===== src/rtl/alu_arbiter_if.sv =====
// Bundle of requester, response and ALU-control signals around the ALU arbiter.
// a_lock/b_lock exist only when ALU_LOCK_EN is defined.
interface alu_arbiter_if #(parameter int DW = 8);
  logic          a_valid;
  logic [2:0]    a_cmd;
  logic [DW-1:0] a_data;
  logic          a_ready;
  logic          b_valid;
  logic [2:0]    b_cmd;
  logic [DW-1:0] b_data;
  logic          b_ready;
`ifdef ALU_LOCK_EN
  logic          a_lock;
  logic          b_lock;
`endif
  logic          resp_valid;
  logic          resp_ready;
  logic          resp_id;
  logic [DW-1:0] resp_data;
  logic          resp_err;
  logic [2:0]    alu_op;
  logic [DW-1:0] alu_bus;
  logic          alu_wen;
  logic          alu_inc;
  logic          alu_rst;
  logic [DW-1:0] alu_dout;

  modport slave (
    input  a_valid, a_cmd, a_data, b_valid, b_cmd, b_data, resp_ready, alu_dout,
`ifdef ALU_LOCK_EN
    input  a_lock, b_lock,
`endif
    output a_ready, b_ready, resp_valid, resp_id, resp_data, resp_err,
    output alu_op, alu_bus, alu_wen, alu_inc, alu_rst
  );

  modport master (
    output a_valid, a_cmd, a_data, b_valid, b_cmd, b_data, resp_ready, alu_dout,
`ifdef ALU_LOCK_EN
    output a_lock, b_lock,
`endif
    input  a_ready, b_ready, resp_valid, resp_id, resp_data, resp_err,
    input  alu_op, alu_bus, alu_wen, alu_inc, alu_rst
  );
endinterface


===== src/rtl/alu_arbiter.sv =====
// Round-robin arbiter sharing the accumulator ALU between requesters A and B.
// Optional ALU_LOCK_EN lets a requester keep the grant across several commands.
`ifndef ALU_NONE
`define ALU_NONE 3'd0
`endif
`ifndef ALU_ADD
`define ALU_ADD 3'd1
`endif
`ifndef ALU_MUL
`define ALU_MUL 3'd2
`endif
`ifndef ALU_DIV
`define ALU_DIV 3'd3
`endif
`ifndef ALU_MOD
`define ALU_MOD 3'd4
`endif

module alu_arbiter #(
  parameter int DW = 8
) (
  input  logic        Clk,
  input  logic        RST,
  alu_arbiter_if.slave io
);

  localparam logic [2:0] CMD_LOAD = 3'd0;
  localparam logic [2:0] CMD_INC  = 3'd1;
  localparam logic [2:0] CMD_CLR  = 3'd2;
  localparam logic [2:0] CMD_ADD  = 3'd3;
  localparam logic [2:0] CMD_MUL  = 3'd4;
  localparam logic [2:0] CMD_DIV  = 3'd5;
  localparam logic [2:0] CMD_MOD  = 3'd6;
  localparam logic [2:0] CMD_READ = 3'd7;

  typedef enum logic [1:0] {IDLE, ISSUE, RESP} state_t;

  state_t        state, state_nxt;
  logic [2:0]    cmd_q;
  logic [DW-1:0] data_q;
  logic          id_q;
  logic          err_q;
  logic          last_id;

  logic          grant_vld;
  logic          grant_id;
  logic [2:0]    grant_cmd;
  logic [DW-1:0] grant_data;
  logic          accept;
  logic          div_zero;

`ifdef ALU_LOCK_EN
  logic          lock_q;
  logic          lock_id_q;
`endif

  // A held lock restricts the grant to its owner; otherwise alternate on contention.
  always_comb begin
    grant_vld = 1'b0;
    grant_id  = 1'b0;
`ifdef ALU_LOCK_EN
    if (lock_q) begin
      grant_id  = lock_id_q;
      grant_vld = lock_id_q ? io.b_valid : io.a_valid;
    end else
`endif
    if (io.a_valid && io.b_valid) begin
      grant_vld = 1'b1;
      grant_id  = ~last_id;
    end else begin
      grant_vld = io.a_valid | io.b_valid;
      grant_id  = io.b_valid;
    end
  end

  assign grant_cmd  = grant_id ? io.b_cmd  : io.a_cmd;
  assign grant_data = grant_id ? io.b_data : io.a_data;
  assign accept     = (state == IDLE) && grant_vld;
  assign div_zero   = ((grant_cmd == CMD_DIV) || (grant_cmd == CMD_MOD)) && (grant_data == '0);

  assign io.a_ready    = accept && !grant_id;
  assign io.b_ready    = accept && grant_id;
  assign io.resp_valid = (state == RESP);
  assign io.resp_id    = id_q;
  assign io.resp_err   = err_q;
  assign io.resp_data  = io.alu_dout;

  always_comb begin
    state_nxt = state;
    case (state)
      IDLE: begin
        if (accept) begin
          if (div_zero || (grant_cmd == CMD_READ)) state_nxt = RESP;
          else                                     state_nxt = ISSUE;
        end
      end
      ISSUE:   state_nxt = RESP;
      RESP:    if (io.resp_ready) state_nxt = IDLE;
      default: state_nxt = IDLE;
    endcase
  end

  // ALU controls are only non-idle during the single ISSUE cycle.
  always_comb begin
    io.alu_op  = `ALU_NONE;
    io.alu_bus = '0;
    io.alu_wen = 1'b0;
    io.alu_inc = 1'b0;
    io.alu_rst = 1'b0;
    if (state == ISSUE) begin
      case (cmd_q)
        CMD_LOAD: begin io.alu_wen = 1'b1; io.alu_bus = data_q; end
        CMD_INC:  io.alu_inc = 1'b1;
        CMD_CLR:  io.alu_rst = 1'b1;
        CMD_ADD:  begin io.alu_op = `ALU_ADD; io.alu_bus = data_q; end
        CMD_MUL:  begin io.alu_op = `ALU_MUL; io.alu_bus = data_q; end
        CMD_DIV:  begin io.alu_op = `ALU_DIV; io.alu_bus = data_q; end
        CMD_MOD:  begin io.alu_op = `ALU_MOD; io.alu_bus = data_q; end
        default:  ;
      endcase
    end
  end

  // last_id resets to B so that A wins the first contention.
  always_ff @(posedge Clk) begin
    if (RST) begin
      state   <= IDLE;
      cmd_q   <= '0;
      data_q  <= '0;
      id_q    <= 1'b0;
      err_q   <= 1'b0;
      last_id <= 1'b1;
    end else begin
      state <= state_nxt;
      if (accept) begin
        cmd_q   <= grant_cmd;
        data_q  <= grant_data;
        id_q    <= grant_id;
        err_q   <= div_zero;
        last_id <= grant_id;
      end
    end
  end

`ifdef ALU_LOCK_EN
  always_ff @(posedge Clk) begin
    if (RST) begin
      lock_q    <= 1'b0;
      lock_id_q <= 1'b0;
    end else if ((state == RESP) && io.resp_ready) begin
      lock_q    <= id_q ? io.b_lock : io.a_lock;
      lock_id_q <= id_q;
    end
  end
`endif

endmodule

===== src/flat_wrapper.sv =====
// flat-port wrapper written by rule: the top's interface ports become plain ports
module alu_arbiter_flat 
#(
  parameter int DW = 8
)
  (Clk, RST, io_a_valid, io_a_cmd, io_a_data, io_b_valid, io_b_cmd, io_b_data, io_resp_ready, io_alu_dout, io_a_ready, io_b_ready, io_resp_valid, io_resp_id, io_resp_data, io_resp_err, io_alu_op, io_alu_bus, io_alu_wen, io_alu_inc, io_alu_rst);
  alu_arbiter_if #(.DW(DW)) io_i ();
  input  logic Clk;
  input  logic RST;
  input wire logic [$bits(io_i.a_valid)-1:0] io_a_valid;
  input wire logic [$bits(io_i.a_cmd)-1:0] io_a_cmd;
  input wire logic [$bits(io_i.a_data)-1:0] io_a_data;
  input wire logic [$bits(io_i.b_valid)-1:0] io_b_valid;
  input wire logic [$bits(io_i.b_cmd)-1:0] io_b_cmd;
  input wire logic [$bits(io_i.b_data)-1:0] io_b_data;
  input wire logic [$bits(io_i.resp_ready)-1:0] io_resp_ready;
  input wire logic [$bits(io_i.alu_dout)-1:0] io_alu_dout;
  output wire logic [$bits(io_i.a_ready)-1:0] io_a_ready;
  output wire logic [$bits(io_i.b_ready)-1:0] io_b_ready;
  output wire logic [$bits(io_i.resp_valid)-1:0] io_resp_valid;
  output wire logic [$bits(io_i.resp_id)-1:0] io_resp_id;
  output wire logic [$bits(io_i.resp_data)-1:0] io_resp_data;
  output wire logic [$bits(io_i.resp_err)-1:0] io_resp_err;
  output wire logic [$bits(io_i.alu_op)-1:0] io_alu_op;
  output wire logic [$bits(io_i.alu_bus)-1:0] io_alu_bus;
  output wire logic [$bits(io_i.alu_wen)-1:0] io_alu_wen;
  output wire logic [$bits(io_i.alu_inc)-1:0] io_alu_inc;
  output wire logic [$bits(io_i.alu_rst)-1:0] io_alu_rst;
  assign io_i.a_valid = io_a_valid;
  assign io_i.a_cmd = io_a_cmd;
  assign io_i.a_data = io_a_data;
  assign io_i.b_valid = io_b_valid;
  assign io_i.b_cmd = io_b_cmd;
  assign io_i.b_data = io_b_data;
  assign io_i.resp_ready = io_resp_ready;
  assign io_i.alu_dout = io_alu_dout;
  assign io_a_ready = io_i.a_ready;
  assign io_b_ready = io_i.b_ready;
  assign io_resp_valid = io_i.resp_valid;
  assign io_resp_id = io_i.resp_id;
  assign io_resp_data = io_i.resp_data;
  assign io_resp_err = io_i.resp_err;
  assign io_alu_op = io_i.alu_op;
  assign io_alu_bus = io_i.alu_bus;
  assign io_alu_wen = io_i.alu_wen;
  assign io_alu_inc = io_i.alu_inc;
  assign io_alu_rst = io_i.alu_rst;
  alu_arbiter #(.DW(DW)) u_core (.Clk(Clk), .RST(RST), .io(io_i));
endmodule

===== config.mk =====
export PLATFORM = sky130hd
export DESIGN_NAME = alu_arbiter_flat
export DESIGN_NICKNAME = d
export VERILOG_FILES = /design/src/rtl/alu_arbiter_if.sv /design/src/rtl/alu_arbiter.sv /design/src/flat_wrapper.sv
export SDC_FILE = /design/constraint.sdc
export NUM_CORES = 1
export LEC_CHECK = 0
export CORE_ASPECT_RATIO = 0.75
export CORE_MARGIN = 2
export CORE_UTILIZATION = 40
export CTS_BUF_LIST = sky130_fd_sc_hd__clkbuf_4 sky130_fd_sc_hd__clkbuf_8 sky130_fd_sc_hd__clkbuf_16
export CTS_CLUSTER_SIZE = 10
export DETAILED_ROUTE_END_ITERATION = 8
export GPL_TIMING_DRIVEN = 0
export HOLD_SLACK_MARGIN = 0.08
export PLACE_DENSITY_LB_ADDON = 0.15
export SLEW_MARGIN = 20
export SYNTH_ARGS = -nofsm -noshare
export SYNTH_HDL_FRONTEND = slang
export SYNTH_SLANG_ARGS = --single-unit

===== constraint.sdc =====
create_clock -name Clk -period 3.6 [get_ports Clk]
set_input_delay 0.72 -clock Clk [delete_from_list [all_inputs] [get_ports Clk]]
set_output_delay 0.72 -clock Clk [all_outputs]
set_load 0.1 [all_outputs]

==> key figures <==
Placed design
  • IO Port Bufs: between 50 and 60
  • Area after DPL: between 1500 and 2000 um^2
  • Placed cell count: 210
  • RePlAce Congestion: 0.728
  • DP Worst Slack: -0.268 ns
  • Hpwl dp: ~2300 um

Cells and area
  • Layout area overhead: 57.7%
  • Final Util: 0.656
  • Ant diodes: 0
  • Post-route non-filler standard cell count: between 200 and 250
  • Share of cells above drive strength 1: 0.135
  • Fin area: 1680 um^2
  • Filler cells: about 230
  • Nets: between 200 and 250

Critical path
  • Data required, critical path: roughly 2.9 ns
  • Setup CP Type: in2out
  • CP arrival: 2.74 ns
  • Setup crit end kind: primary output
  • Crit path max fanout: 6
  • Startpoint types: input pin

Timing
  • Final TNS setup: 0 ns
  • Final worst path period share: 0.962
  • Min Tclk post-route: 3.46 ns
  • RSZ-0062 raised after global routing: false
  • Final Max Tran Viols: 0
  • Final setup viols: 0
  • Setup ws final: around 0.14 ns
  • Worst Tran Pin Value: 0.977 ns
  • Fin Hold WS: between 0.4 and 0.5 ns
  • Clock Skews: approximately 0.011 ns
  • F_max: a little under 300 MHz
  • Max_slew headroom: 0.346
  • Hold Vio Cnt, Final: 0

Clock network
  • Num CTS Buffers: 3
  • Clock root cell: clkbuf_4
  • Clk sink count: 16
  • Deepest clock path buffer count: 2
  • Post-CTS Setup Repair Bufs: 0
  • CTS tree: done
  • CTS Hold Bufs: 0
  • H-tree depth: 1
  • Worst-Skew Late Latency: approximately 0.30 ns
  • Reg clk slew, reported paths: 0.10 ns

Floorplan
  • I/O Pins: 62
  • Initial core utilization: 0.416
  • Die ar.: around 3100 um^2
  • Core Box Area: 2560 um^2
  • Std cell rows: 16
  • Die Height: between 40 and 50 um
  • Die width: approximately 64 um

Synthesis
  • Mapped Nets: 157
  • Synth warn: 0
  • Sequential area share after synthesis: 0.300
  • Post-Synthesis Cells: 122
  • Synth Area in Compound Gates: 0.189
  • #FFs+latches synth: 16
  • Post-Syn Area: 1070 um^2
  • Simple-gate share of the synthesized area: 0.269
  • Netlist cell types: 34
  • Adder-Cell Fraction of Synth Area: 0
  • Main combinational cell family by area after synthesis: simple AND/OR/NAND/NOR gates
  • Synth Area in XOR/XNOR: 0.0246
  • Mux contribution to synthesized area: 0.103
  • Mean Syn Cell Area: approximately 8.7 um^2

Drt
  • Total wire length: about 2800 um
  • DR vias/cell: just over 5
  • Post-DRT Antenna Nets: 0
  • Pre-Repair DR Iteration Count: 4
  • DR vias: about 1100
  • DRT iter0 DRCs: 11
  • Drc violations: 0
  • Avg WL per Cell: 13.1 um

Power
  • Peak VDD IR: 286 uV
  • Pwr per Cell Area: 405 nW/um^2
  • Leakage: 0.790 nW
  • Total design power: between 0.6 and 0.7 mW

Job
  • MaxCap Viol Count: 0

Status
  • Status: finished, final reports clean

Global routing
  • GR Overflow Total: 0
  • Vias in the first global route: between 1000 and 1500
  • Tot GR Track Use: 0.192
  • Largest net degree at the start of global routing: 11
  • First-pass GRT wire length: 4730 um
  • Initial antenna violation count: 0

Min path
  • HP Class: reg2reg
-- path summary, 6_finish.rpt --
| kind | startpoint | to | slack [ns] | cells past startpoint |
|---|---|---|---|---|
| worst min-delay path | u_core.last_id$_SDFFE_PP1P_ | u_core.last_id$_SDFFE_PP1P_ | 0.50 | 1 |
| worst max-delay path | io_a_valid | io_a_ready | 0.14 | 6 |
| worst max register to register | u_core.state[1]$_SDFFE_PP0P_ | u_core.data_q[3]$_SDFFE_PP0P_ | 2.16 | 3 |
| worst min register to register | u_core.last_id$_SDFFE_PP1P_ | u_core.last_id$_SDFFE_PP1P_ | 0.50 | 1 |
-- synthesized netlist by cell type --
cell       instances  share of area
or3_1              2          0.012
a2111oi_1          1         0.0094
nor3b_1            5          0.035
xor2_1             1         0.0082
buf_6              2          0.021
a21boi_2           1          0.011
nand2_1            1         0.0035
inv_1              1         0.0035
clkbuf_2           1         0.0047
nand2b_1           2          0.012
nand3b_1           1         0.0070
a21oi_1            3          0.014
a32o_2             1          0.011
nor2_1            16          0.056
xnor2_1            2          0.016
nand4_2            1          0.012
a31oi_1            1         0.0059
nor3_1             3          0.014
mux2i_1           11           0.10
buf_1              1         0.0035
nand3_1            1         0.0047
nor4_1             6          0.035
a2111oi_4          1          0.026
a211oi_1          12          0.085
buf_2              3          0.014
a211o_1            2          0.016
a211oi_2           1          0.012
and2_1             8          0.047
dfxtp_1           16           0.30
buf_4              8          0.056
nor2b_1            1         0.0059
nor4b_1            2          0.016
clkbuf_1           3          0.011
nand4b_1           1         0.0082
-- worst max-delay path: stages --
cell and delay (ns):
clkdlybuf4s50_1 0.50, nor2_1 0.08, or3_1 0.30, buf_2 0.17
nor2_1 0.10, dlygate4sd2_1 0.85
-- metal layers --
metal / wire length (um) / vias up / GRT usage
met2: 1330 / 42 / 0.330
met4: 27 / 0 / 0.0435
li1: - / 553 / -
met1: 1270 / 502 / 0.241
met5: 0 / - / 0
met3: 170 / 5 / 0.0512
-- flip-flops by register name, summed over array words and instances (netlist names) --
signal,cells
u_core.cmd_q,3
u_core.data_q,8
u_core.io.resp_id,1
u_core.io.resp_err,1
u_core.state,2
u_core.last_id,1
-- layout make-up --
cell class	count	area (um^2)	share of cell area
Tap cell	36	45.0	0.0268
Inverter	1	3.75	0.00223
Timing Repair Buffer	52	534	0.318
Buffer	18	118	0.0699
Clock buffer	4	36.3	0.0216
Multi-Input combinational cell	87	624	0.371
Sequential cell	16	320	0.190
-- cell families (layout without fill, tap and decap cells) --
logic type             count (synthesis)  in the layout
AND/OR/NAND/NOR                       50             50
XOR/XNOR                               3              3
buffers and inverters                 19             75
multiplexers                          11             11
flip-flops                            16             16
AO/OA/AOI/OAI                         23             23
-- power breakdown --
group / total, mW / leakage, nW / switching (mW) / internal (mW)
clock: 0.121 / 0.0210 / 0.0593 / 0.0617
sequential: 0.219 / 0.133 / 0.0164 / 0.203
combinational: 0.341 / 0.636 / 0.227 / 0.113
total: 0.681 / 0.790 / 0.303 / 0.378
-- cell usage in the layout (no fill, tap or decap), drive strengths merged, types with 3 or more instances in the layout --
cell type       n
clkdlybuf4s50  42
nor2           16
dfxtp          16
buf            14
a211oi         13
mux2i          11
clkbuf          9
and2            8
dlymetal6s2s    8
nor4            6
nor3b           5
nor3            3
a21oi           3
-- what timing repair did --
action	4_1_cts	5_1_grt
resized for setup	2	11
pin swaps	0	0
endpoints found under the setup margin	2	9
hold endpoints to repair	0	0
(Power assumes the default switching activity.)
